[src/rtl/maze_pkg.sv]
// Shared constants and types for the maze viewport controller: opcodes, FSM
// states, default screen geometry and the arithmetic width used for view math.
package maze_pkg;

  localparam int SCREEN_W_DEF = 640;
  localparam int SCREEN_H_DEF = 480;
  localparam int ZOOM_MAX_DEF = 5;

  // Wide enough that screen sizes, maze sizes and +/-1 steps never wrap.
  localparam int CW = 12;

  typedef enum logic [2:0] {
    OP_NOP      = 3'd0,
    OP_LEFT     = 3'd1,
    OP_RIGHT    = 3'd2,
    OP_UP       = 3'd3,
    OP_DOWN     = 3'd4,
    OP_ZOOM_IN  = 3'd5,
    OP_ZOOM_OUT = 3'd6,
    OP_CENTER   = 3'd7
  } op_e;

  typedef enum logic [1:0] {
    S_IDLE,
    S_PEND,
    S_CALC,
    S_COMMIT
  } state_e;

  // Number of whole tiles visible along one screen axis at a given tile shift.
  function automatic logic [CW-1:0] vis_tiles(input int screen, input logic [7:0] zoom);
    logic [CW-1:0] s;
    s = CW'(screen);
    return s >> zoom;
  endfunction

endpackage

[src/rtl/maze_view_clamp.sv]
// Combinational viewport limiter: derives the largest legal origin for the
// current zoom and maze size, and clamps candidate origin coordinates to it.
module maze_view_clamp
  import maze_pkg::*;
#(
  parameter int SCREEN_W = SCREEN_W_DEF,
  parameter int SCREEN_H = SCREEN_H_DEF
) (
  input  logic [7:0]    zoom,
  input  logic [6:0]    maze_width,
  input  logic [6:0]    maze_height,
  input  logic [CW-1:0] cand_x,
  input  logic [CW-1:0] cand_y,
  output logic [6:0]    x,
  output logic [6:0]    y
);

  logic [CW-1:0] vis_w, vis_h;
  logic [CW-1:0] mw, mh;
  logic [CW-1:0] max_x, max_y;

  always_comb begin
    vis_w = vis_tiles(SCREEN_W, zoom);
    vis_h = vis_tiles(SCREEN_H, zoom);
    mw    = CW'(maze_width);
    mh    = CW'(maze_height);
    // A maze narrower than the screen pins the origin to tile 0.
    max_x = (mw > vis_w) ? mw - vis_w : '0;
    max_y = (mh > vis_h) ? mh - vis_h : '0;
    x     = (cand_x > max_x) ? max_x[6:0] : cand_x[6:0];
    y     = (cand_y > max_y) ? max_y[6:0] : cand_y[6:0];
  end

endmodule

[src/rtl/maze_view_ctrl.sv]
// Maze viewport controller: accepts pan/zoom/center commands and applies them
// only on a vsync rising edge, so the visible view changes during retrace only.
module maze_view_ctrl
  import maze_pkg::*;
#(
  parameter int SCREEN_W = SCREEN_W_DEF,
  parameter int SCREEN_H = SCREEN_H_DEF,
  parameter int ZOOM_MAX = ZOOM_MAX_DEF,
  parameter int ZOOM_RST = 4
) (
  input  logic       clk,
  input  logic       reset,
  input  logic       vsync,
  input  logic [6:0] maze_width,
  input  logic [6:0] maze_height,
  input  logic       cmd_valid,
  output logic       cmd_ready,
  input  logic [2:0] cmd_op,
  input  logic [6:0] cmd_x,
  input  logic [6:0] cmd_y,
  output logic [6:0] x_coord,
  output logic [6:0] y_coord,
  output logic [7:0] tile_width,
  output logic [7:0] tile_height,
  output logic       update_pulse,
  output logic       busy
);

  state_e        state, state_n;
  logic          vsync_q, vsync_edge, accept;
  op_e           op_q;
  logic [6:0]    cx_q, cy_q;
  logic [7:0]    zoom_q, zoom_n;
  logic [CW-1:0] cand_x, cand_y, half_w, half_h;
  logic [6:0]    clamp_x, clamp_y;

  assign vsync_edge   = vsync & ~vsync_q;
  // Gated by reset so the handshake is closed while the block is held in reset.
  assign cmd_ready    = (state == S_IDLE) & reset;
  assign accept       = cmd_valid & cmd_ready;
  assign busy         = (state != S_IDLE);
  assign update_pulse = (state == S_COMMIT);
  assign tile_width   = zoom_q;
  assign tile_height  = zoom_q;

  // NOTE: sequential state uses non-blocking (<=) so every register samples
  // pre-edge values; blocking here would create order-dependent races.
  always_ff @(posedge clk or negedge reset) begin
    if (!reset) state <= S_IDLE;
    else        state <= state_n;
  end

  // NOTE: every output of this block gets a default first, so no path leaves
  // a variable unassigned and no latch is inferred.
  always_comb begin
    state_n = state;
    unique case (state)
      S_IDLE: begin
        if (accept)          state_n = vsync_edge ? S_CALC : S_PEND;
        else if (vsync_edge) state_n = S_CALC;
      end
      S_PEND:   if (vsync_edge) state_n = S_CALC;
      S_CALC:   state_n = S_COMMIT;
      S_COMMIT: state_n = S_IDLE;
      default:  state_n = S_IDLE;
    endcase
  end

  always_comb begin
    zoom_n = zoom_q;
    cand_x = CW'(x_coord);
    cand_y = CW'(y_coord);
    half_w = vis_tiles(SCREEN_W, zoom_q) >> 1;
    half_h = vis_tiles(SCREEN_H, zoom_q) >> 1;
    unique case (op_q)
      OP_LEFT:     if (x_coord != '0) cand_x = CW'(x_coord) - CW'(1);
      OP_RIGHT:    cand_x = CW'(x_coord) + CW'(1);
      OP_UP:       if (y_coord != '0) cand_y = CW'(y_coord) - CW'(1);
      OP_DOWN:     cand_y = CW'(y_coord) + CW'(1);
      OP_ZOOM_IN:  if (zoom_q < 8'(ZOOM_MAX)) zoom_n = zoom_q + 8'd1;
      OP_ZOOM_OUT: if (zoom_q != '0) zoom_n = zoom_q - 8'd1;
      OP_CENTER: begin
        cand_x = (CW'(cx_q) > half_w) ? CW'(cx_q) - half_w : '0;
        cand_y = (CW'(cy_q) > half_h) ? CW'(cy_q) - half_h : '0;
      end
      default: ;
    endcase
  end

  // Limits are taken at the post-op zoom so zoom changes re-clamp the origin.
  maze_view_clamp #(
    .SCREEN_W (SCREEN_W),
    .SCREEN_H (SCREEN_H)
  ) u_clamp (
    .zoom        (zoom_n),
    .maze_width  (maze_width),
    .maze_height (maze_height),
    .cand_x      (cand_x),
    .cand_y      (cand_y),
    .x           (clamp_x),
    .y           (clamp_y)
  );

  always_ff @(posedge clk or negedge reset) begin
    if (!reset) begin
      vsync_q <= 1'b0;
      op_q    <= OP_NOP;
      cx_q    <= '0;
      cy_q    <= '0;
      x_coord <= '0;
      y_coord <= '0;
      zoom_q  <= 8'(ZOOM_RST);
    end else begin
      vsync_q <= vsync;
      if (accept) begin
        op_q <= op_e'(cmd_op);
        cx_q <= cmd_x;
        cy_q <= cmd_y;
      end else if (state == S_IDLE && vsync_edge) begin
        op_q <= OP_NOP;
      end
      // Loaded at the end of CALC, so new values first appear in COMMIT.
      if (state == S_CALC) begin
        x_coord <= clamp_x;
        y_coord <= clamp_y;
        zoom_q  <= zoom_n;
      end
    end
  end

endmodule

[config.mk]
export PLATFORM = sky130hd
export DESIGN_NAME = maze_view_ctrl
export DESIGN_NICKNAME = d
export VERILOG_FILES = /design/src/rtl/maze_pkg.sv /design/src/rtl/maze_view_clamp.sv /design/src/rtl/maze_view_ctrl.sv
export SDC_FILE = /design/constraint.sdc
export NUM_CORES = 1
export LEC_CHECK = 0
export BUFFER_PORTS_ARGS = -buffer_cell sky130_fd_sc_hd__buf_2
export CAP_MARGIN = 20
export CORE_MARGIN = 1.5
export CORE_UTILIZATION = 30
export CTS_BUF_LIST = sky130_fd_sc_hd__clkbuf_16
export DETAILED_ROUTE_END_ITERATION = 10
export PLACE_DENSITY = 0.47
export RECOVER_POWER = 25
export SYNTH_ARGS = -nofsm -noshare
export SYNTH_HDL_FRONTEND = slang
export SYNTH_SLANG_ARGS = --single-unit
export TNS_END_PERCENT = 5
[constraint.sdc]
create_clock -name clk -period 8.65 [get_ports clk]
set_input_delay 0 -clock clk [delete_from_list [all_inputs] [get_ports clk]]
set_output_delay 0 -clock clk [all_outputs]
set_load 0.02 [all_outputs]
Yosys cells after proc, flatten, opt, wreduce, memory -nomap -nowiden
Index checks and enable logic that the tools add are counted.

storage, ports and cells
  word-level logic and storage cells = 69
  bits of input ports = 35
  bits in registers = 42
  output and inout port bits = 33

cells by class
  multiplexer cells = 19
  add/subtract/negate cells = 10
  reductions and logical operators = 7
  shift operators = 4
  bitwise operators = 4
  $lt $le $gt $ge = 7
  eq/ne operators = 10

operators with widths
  operator                                                               count
  12-bit 2-to-1 mux                                                      6
  12-bit case mux with 3 select lines                                    2
  12-bit > comparator                                                    2
  7-bit by 12-bit > comparator with 1-bit output                         2
  10-bit by 8-bit >> shifter with 12-bit output (first input constant)   2
  9-bit by 8-bit >> shifter with 12-bit output (first input constant)    2
  7-bit by 11-bit subtractor with 12-bit output                          2
  7-bit by 12-bit subtractor with 12-bit output                          2
  7-bit by 11-bit > comparator with 1-bit output                         2
  7-bit by 1-bit adder with 8-bit output (second input constant)         2
  8-bit 2-to-1 mux                                                       2
  8-bit case mux with 2 select lines                                     1
  7-bit by 1-bit subtractor with 8-bit output (second input constant)    2
  7-bit 2-to-1 mux                                                       2
  7-bit nonzero test                                                     2
  3-bit == test (second input constant)                                  4
  8-bit by 1-bit adder with 8-bit output (second input constant)         1
  8-bit by 3-bit < comparator with 1-bit output (second input constant)  1
  2-bit case mux with 4 select lines                                     1
  8-bit nonzero test                                                     1
  8-bit by 1-bit subtractor with 8-bit output (second input constant)    1
  3-bit by 2-bit == test with 1-bit output (second input constant)       2
  2-bit 2-to-1 mux                                                       3
  3-bit 2-to-1 mux                                                       2
  8 further kinds                                                        12

Longest topological paths before layout
Gate-level depths: netlist of the first run.

  depth after elaboration = 8
  depth in mapped cells = 27
  depth with buffers taken out = 25

Hierarchy
Synthesis of the first run repeated with hierarchy kept, for this count alone.

unflattened totals
  cell total of the unflattened synthesis = 705
  area, all modules = 5,582.9 um^2

by module, submodules not included
  module           instances  cells each  area an instance (um^2)  seq. area each (um^2)
  maze_view_ctrl   1          486         3,905.0                  1,052.3
  maze_view_clamp  1          219         1,677.9                  0.0

Least setup slack after synthesis of the first run
OpenSTA, ideal clock, no wires.

  kind = register to register
  start = register zoom_q[0] (netlist: tile_height[0])
  end = register x_coord[0]
  period minus slack after synthesis = 5.684 ns
  setup time = 0.135 ns
  path slack = 2.966 ns
  data arrival time = 5.549 ns
  cell stages (with the launch flop) = 27
  required time = 8.515 ns
  path buffers = 2
  cell sequence = dfrtp_1 clkbuf_1 inv_1 ha_1 or4b_4 o211a_1 o32a_1 or3_1 mux2i_1 nand2b_1 nor2_1 ha_1 fa_1 nor2b_1 o31ai_1 a21boi_0 o31ai_1 a31oi_2 buf_6 nand2b_1 ha_1 nor2b_1 o211ai_1 a211oi_1 o31ai_1 nor3b_1 a2bb2oi_1

between the ends
  word-level cells in the longest chain between the ends = 8
  elaborated cells on any way between the ends = 18
  classes of those cells = 4 x add/sub; 4 x order compare; 2 x shift; 7 x mux; 1 x reduce/logical

ends and longest elaborated chain
  item                                                                                                                    line                                        RTL
  from (decl)                                                                                                             maze_view_ctrl.sv:33                        logic [7:0] zoom_q, zoom_n;
  from (signal assigned)                                                                                                  maze_view_ctrl.sv:112                       zoom_q <= 8'(ZOOM_RST);
  from (signal assigned)                                                                                                  maze_view_ctrl.sv:126                       zoom_q <= zoom_n;
  8-bit by 1-bit subtractor with 8-bit output (tied with other cells)                                                     maze_view_ctrl.sv:81                        OP_ZOOM_OUT: if (zoom_q != '0) zoom_n = zoom_q - 8'd1;
  8-bit 2-to-1 mux (on tied branches)                                                                                     maze_view_ctrl.sv:81, maze_view_ctrl.sv:80
  8-bit case mux with 2 select lines                                                                                      maze_view_ctrl.sv:75                        unique case (op_q)
  10-bit by 8-bit >> shifter with 12-bit output                                                                           maze_pkg.sv:34                              return s >> zoom;
  7-bit by 12-bit subtractor with 12-bit output / 7-bit by 12-bit > comparator with 1-bit output (equally long branches)  maze_view_clamp.sv:28                       max_x = (mw > vis_w) ? mw - vis_w : '0;
  12-bit 2-to-1 mux                                                                                                       maze_view_clamp.sv:28
  12-bit > comparator                                                                                                     maze_view_clamp.sv:30                       x = (cand_x > max_x) ? max_x[6:0] : cand_x[6:0];
  7-bit 2-to-1 mux (*)                                                                                                    maze_view_clamp.sv:30
  to (signal assigned)                                                                                                    maze_view_ctrl.sv:124                       x_coord <= clamp_x;
  to (decl)                                                                                                               maze_view_ctrl.sv:21                        output logic [6:0] x_coord,

Every way passes the cells marked *; elsewhere a longest branch is shown, timed or not.
A chain may end at the register's enable or synchronous reset.

Final worst setup path of the first run
Ends and elaborated chain as after synthesis.

==> flow_metrics.tcl, run 1 <==
set metrics [dict create \
    grt_pass1_wl_mm 27.50 \
    cts_resized 0 \
    clock_path_buffers 2 \
    dp_hpwl_mm 13.43 \
    num_io_pins 68 \
    rsz0062_at_grt "no" \
    worstSkewPairLatency_ns 0.29 \
    violations "capacitance limit, slew limit" \
    vias 5465 \
    dr.pass1.iters 5 \
    layout.cells.non_filler 975 \
    start_util_pct 30.44 \
    die_area_um2 18980 \
    ys.flop_type "dfrtp_1" \
    cap_violations 1 \
    layout_commonest_cell "buf_2" \
    tightest_slew_ns 2.046 \
    ys_seq_area_share_pct 19.31 \
    final_cell_mix "buf_2, nand2_1, ha_1, o21ai_0, nor2_1" \
    cts_tree "yes" \
    hold_path_class "in2async" \
    routedWlPerCell_um 17.57 \
    drcViolationCount 0 \
    cpMaxStageDelayCell "o31ai_1" \
    placement.cell_area_um2 5898 \
    clock.fmax_mhz 148.8 \
    place.port_buffers 67 \
    cp.required_ns 8.78 \
    placed_cells 947 \
    synthesis.area_um2 5449 \
    setup_violations 0 \
    place.gp.congestion 0.9083 \
    synth_cells 685 \
    avgSynthCellArea_um2 7.955 \
    hold_viol 0 \
    synth-seq-cells 42 \
    antennaDiodeCount 0 \
    path_cells "inv_1, ha_1, nor4b_2, nor2_1, o32a_1, nor4b_4, and2_1, nand2_1, ha_1, nor2b_1, o31ai_1, a21boi_0, o31ai_1, a31oi_2, nand3b_1, ha_1, nand3_1, nand2_1, a21o_1, o31ai_1, nor3b_1, a2bb2oi_1" \
    async_reset_ff_share_pct 100.0 \
    gr-usage-all-layers_pct 18.48 \
    synth_edf_count 0 \
    fin_nets 845 \
    worstPathArrival_ns 6.85 \
    synth_cell_types 81 \
    slowest_delay_ns 0.76 \
    grt_overflow_total 0 \
    final_antenna_net_count 0 \
    htreeDepth 2 \
    path_buf_inv 1 \
    syn_to_final_growth_pct 14.31 \
    die_x_um 137.8 \
    clkSlewWorstSetupHoldPaths_ns 0.06 \
    relSlewSlack_pct -36.38 \
    cp_max_fo 16 \
    endpoint_kind "flop" \
    cts_sinks 42 \
    final_core_util_pct 34.79 \
    clock_skew_ns 0.005900 \
    yosysWarnings 0 \
    status "finished with violations" \
    fin_crit_sh_pct 77.67 \
    post-route-min-period_ns 6.719 \
    cts_buffers 5 \
    drv_slew 36 \
    grt_pass1_vias 5270 \
    drive_above_1_share_pct 14.61 \
    critPathKind "reg2reg" \
    wl_mm 17.13 \
    cp_top_family "compound AO/OA/AOI/OAI gates" \
    cp-start-kind "flop" \
    fp.dieH_um 137.8 \
    fin_area_um2 6228 \
    cts-root-buf "clkbuf_16" \
    rows 49 \
    setup_tns_ns 0 \
    antenna_found_initial 0 \
    grt_max_degree 45 \
    drt_iter0_markers 331 \
    via_per_inst 5.605 \
    core_area_um2 17900 \
]
==> layer usage <==
metal / GRT usage (%) / up-vias / routed length (um)
li1: - / 2698 / -
met1: 26.47 / 2608 / 8529
met2: 29.69 / 149 / 7580
met3: 2.060 / 10 / 855
met4: 4.167 / 0 / 166
met5: 0 / - / 0
==> state kept, by name, indices dropped and copies added (netlist names) <==
register and cells:
cx_q 7, cy_q 7, op_q 3, state 2
tile_height 8, vsync_q 1, x_coord 7, y_coord 7
==> cell usage after synthesis (4+ instances only) <==
cell type | count | area share [%]
fa_1 | 4 | 1.5
a22oi_1 | 5 | 0.69
inv_1 | 28 | 1.9
clkbuf_1 | 23 | 1.6
a21o_1 | 12 | 1.7
a31oi_1 | 5 | 0.57
a211oi_1 | 11 | 1.5
a22o_1 | 6 | 0.96
nand4_1 | 14 | 1.6
a21oi_1 | 41 | 3.8
o21a_1 | 9 | 1.2
or2_2 | 6 | 0.69
nand3b_1 | 10 | 1.4
buf_4 | 8 | 1.1
nand2b_1 | 12 | 1.4
or3_1 | 10 | 1.1
ha_1 | 61 | 14
o21ai_1 | 4 | 0.37
and4_1 | 4 | 0.64
o31ai_1 | 7 | 0.96
xnor2_1 | 14 | 2.3
nand3_1 | 23 | 2.1
o32a_1 | 4 | 0.73
nand2_1 | 64 | 4.4
o211ai_1 | 6 | 0.83
nor2b_1 | 16 | 1.8
nor3_1 | 17 | 1.6
nor4_1 | 4 | 0.46
dfrtp_1 | 41 | 19
o221ai_1 | 4 | 0.64
o31a_1 | 5 | 0.80
xor2_1 | 7 | 1.1
and3_1 | 8 | 0.92
mux2_2 | 13 | 2.7
and2_1 | 5 | 0.57
nor2_1 | 46 | 3.2
o21ai_0 | 50 | 4.6
o22ai_1 | 4 | 0.46
==> area by class of cell <==
cell class	count	area, um^2
timing repair buffer	88	534.3
multi-input combinational	580	4111
fill	1908	11670
tap	229	286.5
inverter	28	105.1
clock buffer	5	125.1
sequential	42	1052
clock inverter	3	13.76
==> stage by stage <==
stage | hold WS, ns | worst slack (ns)
final | 0.1903 | 1.931
after CTS | 0.2734 | 1.968
after global placement | 0.1230 | 2.113
after detailed placement | 0.1275 | 1.998
after floorplan | -0.2956 | 2.966
after global routing | 0.2803 | 1.356
==> timing repair <==
| action | in CTS | in global routing |
|---|---|---|
| buffers inserted | 0 | 0 |
| hold buffers | 19 | 0 |
| endpoints found under the hold margin | 59 | 0 |
==> worst paths after layout <==
path / from / to / slack [ns] / cells after the start
max: tile_height[0] / x_coord[0] / 1.93 / 22
min: reset / vsync_q / 0.19 / 2
max reg2reg: tile_height[0] / x_coord[0] / 1.93 / 22
min reg2reg: cy_q[3] / cy_q[3] / 0.52 / 1
max in group asynchronous: reset / x_coord[5] / 6.17 / 3
min in group clk: maze_width[1] / x_coord[1] / 0.26 / 5
==> kinds of logic after synthesis <==
group	after synthesis	share of synthesized area, %
XOR/XNOR	21	3.375
adder cells (fa/ha/maj)	65	15.48
AO/OA/AOI/OAI	216	27.74
buffers and inverters	66	5.442
other	1	0.06882
AND/OR/NAND/NOR	259	25.53
flip-flops	42	19.31
multiplexers	15	3.054
Power of run 1 is not shown: default switching activity piles up to over one toggle a cycle in this logic, so the estimate is an artifact.
==> run 2: changes to the inputs <==
- ABC_AREA: not set -> 1
- PLACE_DENSITY: 0.47 -> 0.48
- clock period: 8.65 -> 6 ns (I/O delays scaled with it)
==> flow_metrics.tcl, run 2 <==
set metrics [dict create \
    status "finished with violations" \
    violations "DRC, capacitance limit, slew limit" \
    post-route-min-period_ns 5.369 \
    synth-compound-area-share_pct 12.27 \
    hold_path_class "in2reg" \
    dp_worst_setup_slack_ns 0.3971 \
    grt_overflow_total 0 \
    top_layer_used "met4" \
    ir_drop_mv 0.1603 \
    switching_share_pct 55.51 \
    dr.pass1.iters 8 \
    start_util_pct 30.74 \
    relSlewSlack_pct -67.94 \
    synth_mux_area_share_pct 2.431 \
    avgSynthCellArea_um2 6.310 \
    die_x_um 139.1 \
    cp-start-kind "flop" \
    synth_top_area_share_pct 18.46 \
    final_cell_mix "nand2_1, inv_1, nor2_1, nand3_1, buf_2" \
    setup_tns_ns 0 \
    clkSlewWorstSetupHoldPaths_ns 0.07 \
    vias 5745 \
    grt_max_degree 44 \
    cts_buffers 5 \
    synth_common_cells "nand2_1, inv_1, nor2_1, nand3_1, ha_1" \
    fin_nets 1066 \
    fp.dieH_um 139.1 \
    cpMaxStageDelayCell "dfrtp_1" \
    yosysWarnings 0 \
    clock_power_share_pct 10.5 \
    die_area_um2 19360 \
    setup_violations 0 \
    drt-met1-wl_mm 8.148 \
    grt_pass1_vias 5473 \
    cts_setup_buffers 0 \
    ys_seq_area_share_pct 18.93 \
    num_io_pins 68 \
    synthesis.area_um2 5559 \
    synth_top_family_by_area "simple AND/OR/NAND/NOR gates" \
    cts_tree "yes" \
    core_area_um2 18090 \
    wl_met2_mm 7.679 \
    via_per_inst 4.804 \
    synth_edf_count 0 \
    power_leakage_nw 3.542 \
    clock_skew_ns 0.009735 \
    synth_cells 881 \
    largest_reg_flops 8 \
    ys.flop_type "dfrtp_1" \
    cts-root-buf "clkbuf_16" \
    synth_cell_types 47 \
    dp_hpwl_mm 13.50 \
    synth_xor_area_share_pct 3.309 \
    drcViolationCount 1 \
    place.gp.congestion 0.8760 \
    critPathKind "reg2reg" \
    p_per_area_nw_per_um2 488.8 \
    final_antenna_net_count 0 \
    timing.final.ws_setup_ns 0.6314 \
    fillCellCount 1973 \
    drive_above_1_share_pct 13.96 \
    pwr-share-comb_pct 71.6 \
    synthTopCellsByArea "dfrtp_1, nand2_1, ha_1" \
    synth_fa_ha_area_share_pct 15.17 \
    yosysTopAreaCell "dfrtp_1" \
    htreeDepth 2 \
    layout_commonest_cell "nand2_1" \
    wl_mm 16.71 \
    final_core_util_pct 35.97 \
    place.port_buffers 67 \
    endpoint_kind "flop" \
    clock_path_buffers 2 \
    cp_max_fo 9 \
    gr-usage-all-layers_pct 17.89 \
    wl_met3_um 721 \
    drt_iter0_markers 308 \
    rows 49 \
    antennaDiodeCount 0 \
    drv_slew 44 \
    synth-seq-cells 42 \
    power_switching_mw 1.765 \
    cp_common_cell "nand2_1" \
    routedWlPerCell_um 13.97 \
    cap_violations 1 \
    slowest_delay_ns 0.49 \
    worstPathArrival_ns 5.55 \
    clock.fmax_mhz 186.3 \
    intPower_mw 1.414 \
    antenna_found_initial 0 \
    synth.most_common_cell "nand2_1" \
    cp.required_ns 6.18 \
    worstSkewPairLatency_ns 0.30 \
    grt_pass1_wl_mm 27.86 \
    cts_sinks 42 \
    fin_crit_sh_pct 89.48 \
    placed_cells 1169 \
    syn_to_final_growth_pct 17.02 \
    hold_viol 0 \
    tightest_slew_ns 2.519 \
    synthSimpleGateAreaFrac_pct 37.02 \
    async_reset_ff_share_pct 100.0 \
    rsz0062_at_grt "no" \
    sequentialPowerShare_pct 17.9 \
    layout.cells.non_filler 1196 \
]
-- run 2: critical path, delay by kind of cell, from the launching register on --
family                   cells  cell delay, ns
buffers and inverters        6            0.89
AO/OA/AOI/OAI                7            0.96
AND/OR/NAND/NOR             16            1.73
adder cells (fa/ha/maj)      4            1.20
flip-flops                   1            0.49
-- run 2: cell families after synthesis --
family	Yosys count
other	1
XOR/XNOR	21
flip-flops	42
buffers and inverters	149
AND/OR/NAND/NOR	464
multiplexers	12
AO/OA/AOI/OAI	127
adder cells (fa/ha/maj)	65
-- run 2: stage by stage --
step                      area, um^2  hold WS, ns  power, mW
final                           6505      0.03258      3.179
after global placement          6140       0.1235      2.847
after floorplan                 5570      -0.2956      2.264
after detailed placement        6140       0.1252      2.832
after global routing            6505      0.05104      3.590
after CTS                       6499      0.02000      3.195
-- run 2: power by group through the flow --
stage	Sequential, mW	Clock, mW	Combinational (mW)
after floorplan	0.586	0	1.68
after global placement	0.579	0	2.27
after detailed placement	0.579	0	2.25
after CTS	0.574	0.348	2.27
after global routing	0.595	0.357	2.64
final	0.569	0.335	2.28
-- run 2: what timing repair did --
item	4_1_cts	5_1_grt
gates resized for setup	0	3
endpoints found under the hold margin	59	0
setup endpoints to repair	0	7
hold buffers	19	0
-- run 2: final timing paths --
path / startpoint / endpoint / slack, ns / cells past startpoint
min in group asynchronous: reset / cy_q[2] / 1.11 / 3
max in group asynchronous: reset / x_coord[0] / 3.45 / 3
setup reg to reg: tile_height[1] / x_coord[1] / 0.63 / 33
hold / removal: cmd_valid / op_q[0] / 0.03 / 3
setup / recovery: tile_height[1] / x_coord[1] / 0.63 / 33
hold reg to reg: cy_q[0] / cy_q[0] / 0.53 / 2
-- run 2: per-layer routing --
| metal | global-route usage [%] | vias up |
|---|---|---|
| li1 | - | 3023 |
| met1 | 24.42 | 2592 |
| met2 | 30.26 | 121 |
| met3 | 2.417 | 9 |
| met4 | 3.415 | 0 |
| met5 | 0 | - |
-- run 2: layout make-up --
cell class | count | area, um^2 | area share (%)
Timing Repair Buffer | 94 | 580.6 | 8.925
Clock inverter | 3 | 43.79 | 0.6732
Multi-Input combinational cell | 693 | 3929 | 60.40
Clock buffer | 5 | 125.1 | 1.923
Sequential cell | 42 | 1052 | 16.18
Inverter | 130 | 488.0 | 7.501
Tap cell | 229 | 286.5 | 4.405
(Power assumes the default switching activity.)
